`src/rtl/prefetch_pkg.sv`:
```
// Shared types and default sizing for the prefetch fetcher slice.
// Contents: FSM state enum and default address width / queue depth.
package prefetch_pkg;

    localparam int unsigned DEF_ADDR_W      = 16;
    localparam int unsigned DEF_QUEUE_DEPTH = 4;

    typedef enum logic [1:0] {
        IDLE  = 2'd0,
        FETCH = 2'd1,
        DRAIN = 2'd2
    } fetch_state_e;

endpackage

```
`src/rtl/prefetch_credit_ctr.sv`:
```
// Outstanding-read tracker and queue credit check for the prefetch fetcher.
// Ports:
//   clk, rst              clock, async active-high reset
//   grant                 request accepted by memory this cycle
//   rvalid                read response this cycle (ignored when nothing is outstanding)
//   q_count               current prefetch queue occupancy
//   outstanding           registered count of granted-but-unanswered reads
//   outstanding_nz_next_c count will be non-zero after this cycle's grant/response
//   credit_ok_c           queue occupancy plus outstanding reads leaves room for one more
//   rvalid_accept_c       response is legitimate (something was outstanding)
module prefetch_credit_ctr
    import prefetch_pkg::*;
#(
    parameter int unsigned QUEUE_DEPTH = DEF_QUEUE_DEPTH,
    localparam int unsigned CNT_W = $clog2(QUEUE_DEPTH) + 1
) (
    input  logic             clk,
    input  logic             rst,
    input  logic             grant,
    input  logic             rvalid,
    input  logic [CNT_W-1:0] q_count,
    output logic [CNT_W-1:0] outstanding,
    output logic             outstanding_nz_next_c,
    output logic             credit_ok_c,
    output logic             rvalid_accept_c
);

    localparam int unsigned SUM_W = CNT_W + 1;

    logic [CNT_W-1:0] outstanding_q;
    logic [CNT_W-1:0] outstanding_d;

    // A response with nothing outstanding is a protocol error and is dropped.
    assign rvalid_accept_c = rvalid && (outstanding_q != '0);

    // Extra sum bit keeps a full queue plus in-flight reads from wrapping.
    assign credit_ok_c = (SUM_W'(q_count) + SUM_W'(outstanding_q)) < SUM_W'(QUEUE_DEPTH);

    // Simultaneous grant and response cancel out.
    always_comb begin
        outstanding_d = outstanding_q;
        if (grant && !rvalid_accept_c) begin
            outstanding_d = outstanding_q + CNT_W'(1);
        end else if (!grant && rvalid_accept_c) begin
            outstanding_d = outstanding_q - CNT_W'(1);
        end
    end

    always_ff @(posedge clk or posedge rst) begin
        if (rst) begin
            outstanding_q <= '0;
        end else begin
            outstanding_q <= outstanding_d;
        end
    end

    assign outstanding           = outstanding_q;
    assign outstanding_nz_next_c = (outstanding_d != '0);

endmodule

```
`src/rtl/prefetch_fetcher.sv`:
```
// Instruction-stream prefetcher: issues sequential byte reads into a prefetch
// queue, throttled by queue credit, with redirect/stop handling that drains
// in-flight reads before switching streams.
// Optional feature: define PREFETCH_FETCHER_PERF_EN to add perf_discard.
// Ports:
//   clk, rst                 clock, async active-high reset
//   start_valid, start_addr  redirect pulse and target byte address
//   stop                     stop fetching, go idle once drained
//   mem_req, mem_addr        read request (held until granted) and its address
//   mem_gnt                  request accepted
//   mem_rvalid, mem_rdata    in-order read response
//   q_enqueue, q_data        byte push into the prefetch queue
//   q_count                  prefetch queue occupancy
//   q_flush                  queue clear pulse, same cycle as an accepted redirect
//   perf_discard             (PREFETCH_FETCHER_PERF_EN) saturating discarded-response count
//   busy                     block is not idle
module prefetch_fetcher
    import prefetch_pkg::*;
#(
    parameter int unsigned ADDR_W      = DEF_ADDR_W,
    parameter int unsigned QUEUE_DEPTH = DEF_QUEUE_DEPTH,
    localparam int unsigned CNT_W = $clog2(QUEUE_DEPTH) + 1
) (
    input  logic              clk,
    input  logic              rst,
    input  logic              start_valid,
    input  logic [ADDR_W-1:0] start_addr,
    input  logic              stop,
    output logic              mem_req,
    output logic [ADDR_W-1:0] mem_addr,
    input  logic              mem_gnt,
    input  logic              mem_rvalid,
    input  logic [7:0]        mem_rdata,
    output logic              q_enqueue,
    output logic [7:0]        q_data,
    input  logic [CNT_W-1:0]  q_count,
    output logic              q_flush,
`ifdef PREFETCH_FETCHER_PERF_EN
    output logic [15:0]       perf_discard,
`endif
    output logic              busy
);

    fetch_state_e      state_q, state_d;
    logic [ADDR_W-1:0] fetch_ptr_q, fetch_ptr_d;
    logic [ADDR_W-1:0] pend_addr_q, pend_addr_d;
    logic              pend_redir_q, pend_redir_d;

    logic [CNT_W-1:0]  outstanding;
    logic              outstanding_nz_next_c;
    logic              credit_ok_c;
    logic              rvalid_accept_c;
    logic              grant_c;

    assign grant_c = mem_req && mem_gnt;

    prefetch_credit_ctr #(
        .QUEUE_DEPTH (QUEUE_DEPTH)
    ) u_credit (
        .clk                   (clk),
        .rst                   (rst),
        .grant                 (grant_c),
        .rvalid                (mem_rvalid),
        .q_count               (q_count),
        .outstanding           (outstanding),
        .outstanding_nz_next_c (outstanding_nz_next_c),
        .credit_ok_c           (credit_ok_c),
        .rvalid_accept_c       (rvalid_accept_c)
    );

    // State and fetch-pointer registers.
    always_ff @(posedge clk or posedge rst) begin
        if (rst) begin
            state_q      <= IDLE;
            fetch_ptr_q  <= '0;
            pend_addr_q  <= '0;
            pend_redir_q <= 1'b0;
        end else begin
            state_q      <= state_d;
            fetch_ptr_q  <= fetch_ptr_d;
            pend_addr_q  <= pend_addr_d;
            pend_redir_q <= pend_redir_d;
        end
    end

    // Next state. In FETCH the decision to drain uses the post-cycle outstanding
    // count so that a grant coinciding with the redirect is also drained.
    // start_valid always wins over stop.
    always_comb begin
        state_d      = state_q;
        fetch_ptr_d  = fetch_ptr_q;
        pend_addr_d  = pend_addr_q;
        pend_redir_d = pend_redir_q;
        if (grant_c) begin
            fetch_ptr_d = fetch_ptr_q + ADDR_W'(1);
        end
        case (state_q)
            IDLE: begin
                if (start_valid) begin
                    state_d     = FETCH;
                    fetch_ptr_d = start_addr;
                end
            end
            FETCH: begin
                if (start_valid) begin
                    if (outstanding_nz_next_c) begin
                        state_d      = DRAIN;
                        pend_addr_d  = start_addr;
                        pend_redir_d = 1'b1;
                    end else begin
                        fetch_ptr_d = start_addr;
                    end
                end else if (stop) begin
                    if (outstanding_nz_next_c) begin
                        state_d      = DRAIN;
                        pend_redir_d = 1'b0;
                    end else begin
                        state_d = IDLE;
                    end
                end
            end
            DRAIN: begin
                if (outstanding == '0) begin
                    if (start_valid) begin
                        state_d     = FETCH;
                        fetch_ptr_d = start_addr;
                    end else if (stop || !pend_redir_q) begin
                        state_d = IDLE;
                    end else begin
                        state_d     = FETCH;
                        fetch_ptr_d = pend_addr_q;
                    end
                end else if (start_valid) begin
                    pend_addr_d  = start_addr;
                    pend_redir_d = 1'b1;
                end else if (stop) begin
                    pend_redir_d = 1'b0;
                end
            end
            default: state_d = IDLE;
        endcase
    end

    // Outputs decoded from the current state.
    always_comb begin
        mem_req   = 1'b0;
        q_enqueue = 1'b0;
        q_data    = 8'h00;
        busy      = 1'b0;
        case (state_q)
            FETCH: begin
                mem_req   = credit_ok_c;
                q_enqueue = rvalid_accept_c;
                q_data    = mem_rdata;
                busy      = 1'b1;
            end
            DRAIN: begin
                busy = 1'b1;
            end
            default: ;
        endcase
    end

    assign mem_addr = fetch_ptr_q;
    assign q_flush  = start_valid && !rst;

`ifdef PREFETCH_FETCHER_PERF_EN
    logic [15:0] perf_discard_q, perf_discard_d;

    // Count responses dropped while draining, saturating at all-ones.
    always_comb begin
        perf_discard_d = perf_discard_q;
        if ((state_q == DRAIN) && rvalid_accept_c && (perf_discard_q != 16'hFFFF)) begin
            perf_discard_d = perf_discard_q + 16'd1;
        end
    end

    always_ff @(posedge clk or posedge rst) begin
        if (rst) begin
            perf_discard_q <= 16'h0000;
        end else begin
            perf_discard_q <= perf_discard_d;
        end
    end

    assign perf_discard = perf_discard_q;
`endif

endmodule

```
`config.mk`:
```
export PLATFORM = sky130hd
export DESIGN_NAME = prefetch_fetcher
export DESIGN_NICKNAME = d
export VERILOG_FILES = /design/src/rtl/prefetch_pkg.sv /design/src/rtl/prefetch_credit_ctr.sv /design/src/rtl/prefetch_fetcher.sv
export SDC_FILE = /design/constraint.sdc
export NUM_CORES = 1
export LEC_CHECK = 0
export CAP_MARGIN = 20
export CORE_UTILIZATION = 45
export DETAILED_ROUTE_END_ITERATION = 8
export PLACE_DENSITY = 0.73
export SLEW_MARGIN = 20
export SYNTH_ARGS = -nofsm -noshare
export SYNTH_HDL_FRONTEND = slang
export SYNTH_HIERARCHICAL = 1
export SYNTH_SLANG_ARGS = --single-unit
```
`constraint.sdc`:
```
create_clock -name clk -period 9 [get_ports clk]
set_clock_uncertainty 0.15 [all_clocks]
set_input_delay 0.9 -clock clk [delete_from_list [all_inputs] [get_ports clk]]
set_output_delay 0.9 -clock clk [all_outputs]
set_load 0.005 [all_outputs]
```
# Word-level counts from Yosys, hierarchy flattened
# Index checks and enable logic that the tools add are counted.
# word_totals
register_bits,38
out_inout_bits,28
# classes
addsub,4
n_lt_le_gt_ge,1
n_eq_ne,11
mux,36
reduce_logical,19
# op_table
operator,n
$mux W16,11
$pmux W16 S3,1
$pmux W16 S2,1
$add A16 B1 Y16 const B,1
$mux W1,12
$mux W2,6
$ne A2 B2 Y1 const B,6
$reduce_and A5 Y1,2
$ne A3 B3 Y1 const B,3
$mux W8,1
$mux W3,2
$pmux W2 S3,1
$reduce_bool A3 Y1,2
$logic_and A1 B1 Y1,5
$add A3 B3 Y4,1
$logic_not A1 Y1,4
$lt A4 B3 Y1 const B,1
$reduce_and A4 Y1,1
$add A3 B1 Y3 const B,1
$logic_not A3 Y1,1
$sub A3 B1 Y3 const B,1
$eq A2 B1 Y1 const B,1
$eq A2 B2 Y1 const B,1
$logic_not A2 Y1,1
4 further kinds,4

# Logic depth before layout (Yosys ltp)
# Gate-level depths: netlist of the first run.
# depth
word_depth,13
ltp_mapped,15
mapped_depth_nobuf,14

# Modules after synthesis
# The synthesis of the first run kept the hierarchy.
# by_module_without_submodules
mod,n_inst,cells_each,area_each_um2,seq_area_each_um2
prefetch_fetcher,1,266,2389.8,875.8
prefetch_credit_ctr,1,38,336.6,75.1

# Worst setup path before layout of the first run
# No wires, ideal clock.
# synth_path
path_kind,input -> register
start,input port q_count[1]
end,register fetch_ptr_q[15] (netlist: mem_addr[15])
setup_ps,77
arrival_ps,3745
required_ps,8773
slack_ps,5028
cell_stages,15
cell_sequence,ha_1 and3_1 nor4_1 nand3_2 inv_1 buf_2 nand2b_1 a21oi_1 nor3_2 a211o_1 nand2b_1 a211oi_1 nor3_1 or3_1 a21oi_1
# synth_between
elab_chain_len,12
word_cells_on_any_way,18
classes_between,1 x add/sub; 1 x order compare; 11 x mux; 5 x reduce/logical
# synth_lines
element,line,source
start: declaration,prefetch_fetcher.sv:36,"input logic [CNT_W-1:0] q_count,"
$add A3 B3 Y4 (*),prefetch_credit_ctr.sv:37,assign credit_ok_c = (SUM_W'(q_count) + SUM_W'(outstanding_q)) < SUM_W'(QUEUE_DEPTH);
$lt A4 B3 Y1 (*),prefetch_credit_ctr.sv:37,
via credit_ok_c,prefetch_fetcher.sv:51,logic credit_ok_c;
$mux W1 (*),prefetch_fetcher.sv:150,case (state_q)
$logic_and A1 B1 Y1 (*),prefetch_fetcher.sv:55,assign grant_c = mem_req && mem_gnt;
via grant_c,prefetch_fetcher.sv:53,logic grant_c;
$logic_not A1 Y1,prefetch_credit_ctr.sv:44,end else if (!grant && rvalid_accept_c) begin
$logic_and A1 B1 Y1,prefetch_credit_ctr.sv:44,
$mux W3,prefetch_credit_ctr.sv:44,
$mux W3 (*),prefetch_credit_ctr.sv:42,if (grant && !rvalid_accept_c) begin
via u_credit.outstanding_d[2],prefetch_credit_ctr.sv:31,logic [CNT_W-1:0] outstanding_d;
$reduce_bool A3 Y1 (*),prefetch_credit_ctr.sv:58,assign outstanding_nz_next_c = (outstanding_d != '0);
via outstanding_nz_next_c,prefetch_fetcher.sv:50,logic outstanding_nz_next_c;
$mux W16 (*),prefetch_fetcher.sv:106,if (outstanding_nz_next_c) begin
$mux W16 (*),prefetch_fetcher.sv:105,if (start_valid) begin
$pmux W16 S3 (*),prefetch_fetcher.sv:97,case (state_q)
via fetch_ptr_d[15],prefetch_fetcher.sv:45,"logic [ADDR_W-1:0] fetch_ptr_q, fetch_ptr_d;"
end signal: assignment,prefetch_fetcher.sv:80,fetch_ptr_q <= fetch_ptr_d;
end: declaration,prefetch_fetcher.sv:45,
# The timed path passes the listed nets; every way through them passes the cells marked *.
# A chain may end at the register's enable or synchronous reset.

# Final worst setup path of the first run
# layout_path
start,input port q_count[1]
end,register fetch_ptr_q[12] (netlist: mem_addr[12])
# Same word-level chain as after synthesis.

==> results of run 1 <==
worst paths after layout:
path	startpoint	endpoint	slack, ns	cells after the start
max	q_count[1]	mem_addr[12]	4.37	15
min	pend_addr_q[6]	pend_addr_q[6]	0.33	2
max reg2reg	u_credit/outstanding[1]	mem_addr[12]	4.88	14
min reg2reg	pend_addr_q[6]	pend_addr_q[6]	0.33	2
max in group asynchronous	rst	mem_addr[9]	7.45	3
min in group asynchronous	rst	u_credit/outstanding[2]	0.67	2
logic make-up after synthesis:
family,Yosys count,synth area share
AOI/OAI and AO/OA,90,0.2258
xor gates and xnor gates,15,0.04819
adders and majority gates,10,0.04589
buffers and inverters,37,0.06516
DFF,38,0.3488
muxes,16,0.06517
and+or+nand+nor,98,0.2010
power by group through the flow:
stage | clock network (W) | logic (W) | registers (W)
after floorplan | 0 | 0.000403 | 0.000317
after global placement | 0 | 0.000579 | 0.000335
after detailed placement | 0 | 0.000590 | 0.000337
after CTS | 0.000116 | 0.000592 | 0.000335
after global routing | 0.000123 | 0.000658 | 0.000349
final | 0.000113 | 0.000596 | 0.000336
sequential cells by signal, summed over array words and instances, names as in the netlist:
name,count
mem_addr,16
pend_addr_q,16
u_credit/outstanding,3
state_q,2
pend_redir_q,1
worst max-delay path, stage by stage:
cell             delay [ns]
clkdlybuf4s50_1        0.40
ha_1                   0.28
and3_1                 0.16
nor4_1                 0.42
nand3_2                0.29
inv_1                  0.39
nand2b_1               0.09
a21oi_1                0.17
nor3_2                 0.08
a211o_1                0.28
nand2b_1               0.28
a31oi_4                0.46
a22oi_1                0.17
and3_1                 0.19
o32ai_1                0.09
metal layers:
layer  part of all wire  routed length [um]
met5                  0                   0
met4             0.0068                  49
met2               0.49                3511
met1               0.45                3237
met3              0.059                 430
cell usage in the layout, fill, tap and decap left out, drive strengths merged, types with 10 or more instances in the layout:
cell type      instances
clkdlybuf4s50         60
dfrtp                 38
o21ai                 23
inv                   21
nand2                 20
nor2                  17
a21oi                 15
mux2                  14
a22oi                 12
and2                  11
xnor2                 11
ha                    10
nor3                  10
final cells by class:
type | instances | area [sq um] | share of cell area
inverters | 21 | 78.83 | 0.02307
clock buffers | 7 | 76.32 | 0.02234
flip-flops and latches | 38 | 950.9 | 0.2783
well taps | 72 | 90.09 | 0.02636
repair buffers | 63 | 623.1 | 0.1824
multi-input cells | 229 | 1598 | 0.4676
per-stage QoR:
stage,cells,power (W)
after floorplan,304,0.0007206
after global placement,423,0.0009145
after detailed placement,423,0.0009271
after CTS,430,0.001043
after global routing,430,0.001130
final,430,0.001044
Yosys cell counts (all sizes together), types with 2 or more instances:
cell type and instances:
o21a 2, clkbuf 8, o31ai 4, and2 11
ha 10, buf 8, nand2 20, or4 4
mux2i 2, mux2 14, nor2b 3, xnor2 11
nor3 10, a211oi 3, nand3 9, xor2 4
a21oi 15, o2111ai 3, and3 4, o211ai 4
a31oi 4, o22ai 7, dfrtp 38, a22oi 12
a221oi 2, nand4 6, nand2b 7, nor2 17
o21ai 23, inv 21
==> reports/metrics.yaml, run 1 <==
status:
  status: "finished clean"
grt:
  gr-total-overflow: 0
  top_usage_layer: "met2"
  grt_max_degree: 36
  grt_pass1_vias: 2529
  antenna_found_initial: 0
  use_met2: 0.4043
  grtUsageTotal: 0.2456
  grt_pass1_wl_um: 12120
  met3_usage: 0.04800
  met1_usage: 0.3262
clocking:
  postCtsHoldBufs: 0
  cts.sinks: 38
  clk_pin_slew_ns: 0.07
  cts_resized: 0
  root_buffer: "clkbuf_8"
  cts_tree: "yes"
  htree_levels: 2
  clock_latency_ns: 0.30
  cts_buffer_depth: 2
  cts_buffers: 5
  cts_setup_buffers: 0
logic_synthesis:
  syn-cell-area_sq_um: 2726
  seq_area_frac_synth: 0.3488
  synth_seq_cells: 38
  synth_ff_type: "dfrtp_1"
  synth_cells: 304
  ys_warn_count: 6
  synth_edf_count: 0
  syn_area_per_cell_sq_um: 8.968
  synth_top_area_frac: 0.3488
  ys_top_cells_by_area: "dfrtp_1 35%, mux2_2 5.8%, ha_1 4.6%, o21ai_0 4.2%, xnor2_1 3.5%"
  yosysUniqueCellTypes: 60
  synth_fp_nets: 347
  synth_area_leader_cell: "dfrtp_1"
  async_flop_share: 1.000
floorplan:
  core_area_sq_um: 5675
  dieHeight_um: 79.84
  die_w_um: 79.84
  die-area_sq_um: 6374
  row_count: 27
  start_util: 0.4804
  io-pin-count: 61
worst_setup_path:
  cp-end-kind: "flop"
  worstPathMaxFanout: 11
  critPathKind: "primary input to flop"
  required_ns: 9.04
  cp_data_arrival_time_ns: 4.67
  start_kind: "primary input"
finish:
  drive_gt1_frac: 0.09218
  fin_util: 0.6021
  final_area_sq_um: 3417
  num-nets-final: 401
  fillers: 535
  diodes: 0
  area_delta_synth_final_pct: 25.33
pwr:
  power.internal_w: 0.0006035
  ir_drop_mv: 0.1418
  pwr-share-seq: 0.322
  clockPowerShare: 0.108
  switching_share: 0.4221
  comb_power_share: 0.570
  p_sw_w: 0.0004409
  power_density_nw_per_um2: 305.6
  p_leak_nw: 1.369
route:
  wl_per_cell_um: 16.81
  drtIter0Drc: 166
  drcViolationCount: 0
  routed_wl_um: 7229
  drtAntennaViolNets: 0
  first_pass_iters: 6
  vias: 2581
  vias_per_cell: 6.002
sta:
  relSlewSlack: 0.4165
  slew_violations: 0
  finalCritPeriodShare: 0.5140
  hold_violations: 0
  timing.fmax_ghz: 0.2162
  fin_crit_ns: 4.626
  postLayoutSetupSlackWorst_ns: 4.374
  rsz0062_at_grt: "no"
  holdWs_ns: 0.3336
  setup_viol: 0
  worst_pin_slew_ns: 0.8735
  tns_ns: 0
flow_run:
  max-cap-violations: 0
place:
  hpwlAfterDp_um: 5167
  gp_congestion: 0.9123
  pre_cts_ws_ns: 4.099
  dpl-instance-area_sq_um: 3341
  port_buffers: 60
hold_path:
  hold_path.class: "flop to flop"
Note: power is estimated with default switching activity, not from simulation.
==> run 2: changes to the inputs <==
==> constraint.sdc (replaced) <==
create_clock -name clk -period 4.4 [get_ports clk]
set_clock_uncertainty 0.15 [all_clocks]
set_input_delay 0.44 -clock clk [delete_from_list [all_inputs] [get_ports clk]]
set_output_delay 0.44 -clock clk [all_outputs]
set_load 0.005 [all_outputs]
==> reports/metrics.yaml, run 2 (same netlist as run 1, synthesis figures left out) <==
route:
  drtAntennaViolNets: 0  # unchanged
  vias_per_cell: 6.106  # +1.7%
  drtIter0Drc: 164  # -1.2%
  wl_per_cell_um: 16.54  # -1.6%
  first_pass_iters: 5  # -1
  vias: 2656  # +2.9%
  drcViolationCount: 0  # unchanged
  routed_wl_um: 7194  # -0.48%
clocking:
  root_buffer: "clkbuf_8"
  cts_setup_buffers: 0  # unchanged
  cts.sinks: 38  # unchanged
  htree_levels: 2  # unchanged
  cts_resized: 0  # unchanged
  postCtsHoldBufs: 0  # unchanged
  cts_tree: "yes"
  cts_buffers: 5  # unchanged
  clock_latency_ns: 0.30  # about the same
  clk_pin_slew_ns: 0.08  # about the same
  cts_buffer_depth: 2  # unchanged
grt:
  grt_pass1_vias: 2567  # +1.5%
  gr-total-overflow: 0  # unchanged
  antenna_found_initial: 0  # unchanged
  grtUsageTotal: 0.2465  # +0.0008452
  grt_max_degree: 36  # unchanged
  grt_pass1_wl_um: 12180  # +0.45%
floorplan:
  io-pin-count: 61  # unchanged
  die_w_um: 79.84  # unchanged
  die-area_sq_um: 6374  # unchanged
  row_count: 27  # unchanged
  core_area_sq_um: 5675  # unchanged
  dieHeight_um: 79.84  # unchanged
  start_util: 0.4804  # unchanged
worst_setup_path:
  r2r-start: "u_credit/outstanding[1]"
  start_kind: "primary input"
  cpPeakStageDelay_ns: 0.40  # -0.06 ns
  cpLargestDelayFamily: "buffers and inverters"
  required_ns: 4.43  # -4.61 ns
  critPathLaunch: "q_count[1]"
  reg2reg_depth: 14  # unchanged
  crit_cells: 15  # unchanged
  cp_data_arrival_time_ns: 3.81  # -0.86 ns
  crit_slowest_cell: "clkdlybuf4s50_1"
  cp-end-kind: "flop"
  critPathKind: "primary input to flop"
  cp_cell_sequence: "clkdlybuf4s50_1, ha_1, and3_1, nor4_1, buf_4, nand3_2, inv_1, nand2b_1, a21oi_1, nor3_2, a211o_1, nand2b_1, o2111ai_1, buf_4, mux2_2"
  critPathBufInv: 4  # +2
  worstPathMaxFanout: 17  # +6
place:
  hpwlAfterDp_um: 5194  # +0.54%
  gp_congestion: 0.8987  # -1.5%
  port_buffers: 60  # unchanged
  dp.cells: 428  # +1.2%
status:
  status: "finished clean"
sta:
  timing.fmax_ghz: 0.2648
  slew_violations: 0  # unchanged
  hold_violations: 0  # unchanged
  rsz0062_at_grt: "no"
  fin_crit_ns: 3.776
  tns_ns: 0  # unchanged
  setup_viol: 0  # unchanged
  worst_pin_slew_ns: 0.8567  # -0.01672 ns
  finalCritPeriodShare: 0.8583
  relSlewSlack: 0.4277  # +0.01117
hold_path:
  hold_path.class: "primary input to async pin"
finish:
  layout.cells.non_filler: 435  # +1.2%
  diodes: 0  # unchanged
  drive_gt1_frac: 0.1047  # +0.01250
  final_common_cell: "clkdlybuf4s50_1"
  mostFrequentLayoutCells: "60 x clkdlybuf4s50_1, 38 x dfrtp_1, 23 x o21ai_0"
  area_delta_synth_final_pct: 26.71
  num-nets-final: 406  # +1.2%
pwr:
  p_leak_nw: 1.395  # +1.9%
  ir_drop_mv: 0.2941  # +110%
  power_density_nw_per_um2: 624.4  # +100%
flow_run:
  max-cap-violations: 0  # unchanged
-- run 2: cell types whose count changed in the layout (fill, tap and decap cells not counted), sizes merged --
| cell | change |
|---|---|
| buf | +5 |
-- run 2: final cells by class --
| type | count | area [sq um] |
|---|---|---|
| Tap cell | 72 | 90.09 |
| Fill cell | 534 | 2221 |
| Sequential cell | 38 | 950.9 |
| Multi-Input combinational cell | 229 | 1598 |
| Timing Repair Buffer | 68 | 660.6 |
| Clock buffer | 7 | 76.32 |
| Inverter | 21 | 78.83 |
-- run 2: path summary, 6_finish.rpt --
| check | endpoint | slack [ns] |
|---|---|---|
| setup reg to reg | pend_addr_q[5] | 0.67 |
| max in group asynchronous | pend_addr_q[5] | 3.32 |
| hold / removal | u_credit/outstanding[2] | 0.23 |
| min in group clk | pend_addr_q[3] | 0.35 |
| setup / recovery | pend_addr_q[5] | 0.62 |
| hold reg to reg | pend_addr_q[3] | 0.35 |
-- run 2: power by group --
part	switching (W)	total, W	internal [W]
registers	0.000164	0.000684	0.000520
logic	0.000619	0.00124	0.000622
clock network	0.000123	0.000232	0.000109
total	0.000906	0.00216	0.00125
-- run 2: routing by layer --
layer / GRT usage / part of all wire / vias up
li1: - / - / 1238
met1: 0.3240 / 0.43 / 1274
met2: 0.4009 / 0.47 / 130
met3: 0.04229 / 0.078 / 14
met4: 0.09821 / 0.015 / 0
met5: 0 / 0 / -
-- run 2: stage by stage --
| step | setup slack (ns) | total power, W | hold slack [ns] | cell area, sq um | utilization |
|---|---|---|---|---|---|
| final | 0.6236 | 0.002157 | 0.2257 | 3455 | 0.6087 |
| after global routing | 0.3839 | 0.002342 | 0.2490 | 3455 | 0.6087 |
| after CTS | 0.6169 | 0.002155 | 0.2345 | 3455 | 0.6087 |
| after detailed placement | 0.3112 | 0.001920 | 0.3351 | 3378 | 0.5952 |
| after global placement | 0.4214 | 0.001889 | 0.3180 | 3378 | 0.5952 |
| after floorplan | 0.8811 | 0.001474 | 0.04364 | 2726 | - |
-- run 2: worst reg2reg max path, cell delays in order (launching register included) --
cell and delay, ns:
dfrtp_1 0.48, ha_1 0.30, and3_1 0.16, nor4_1 0.17, buf_4 0.17, nand3_2 0.17, inv_1 0.25, nand2b_1 0.08
a21oi_1 0.15, nor3_2 0.07, a211o_1 0.28, nand2b_1 0.27, o2111ai_1 0.23, buf_4 0.32, mux2_2 0.37
==> run 3: changes to the inputs <==
--- a/config.mk
+++ b/config.mk
@@ -5,6 +5,7 @@
 export SDC_FILE = /design/constraint.sdc
 export NUM_CORES = 1
 export LEC_CHECK = 0
+export ABC_CLOCK_PERIOD_IN_PS = 4400
 export CAP_MARGIN = 20
 export CORE_UTILIZATION = 45
 export DETAILED_ROUTE_END_ITERATION = 8
==> results of run 3 <==
Final layout, timing and power as in run 2 (identical DEF).
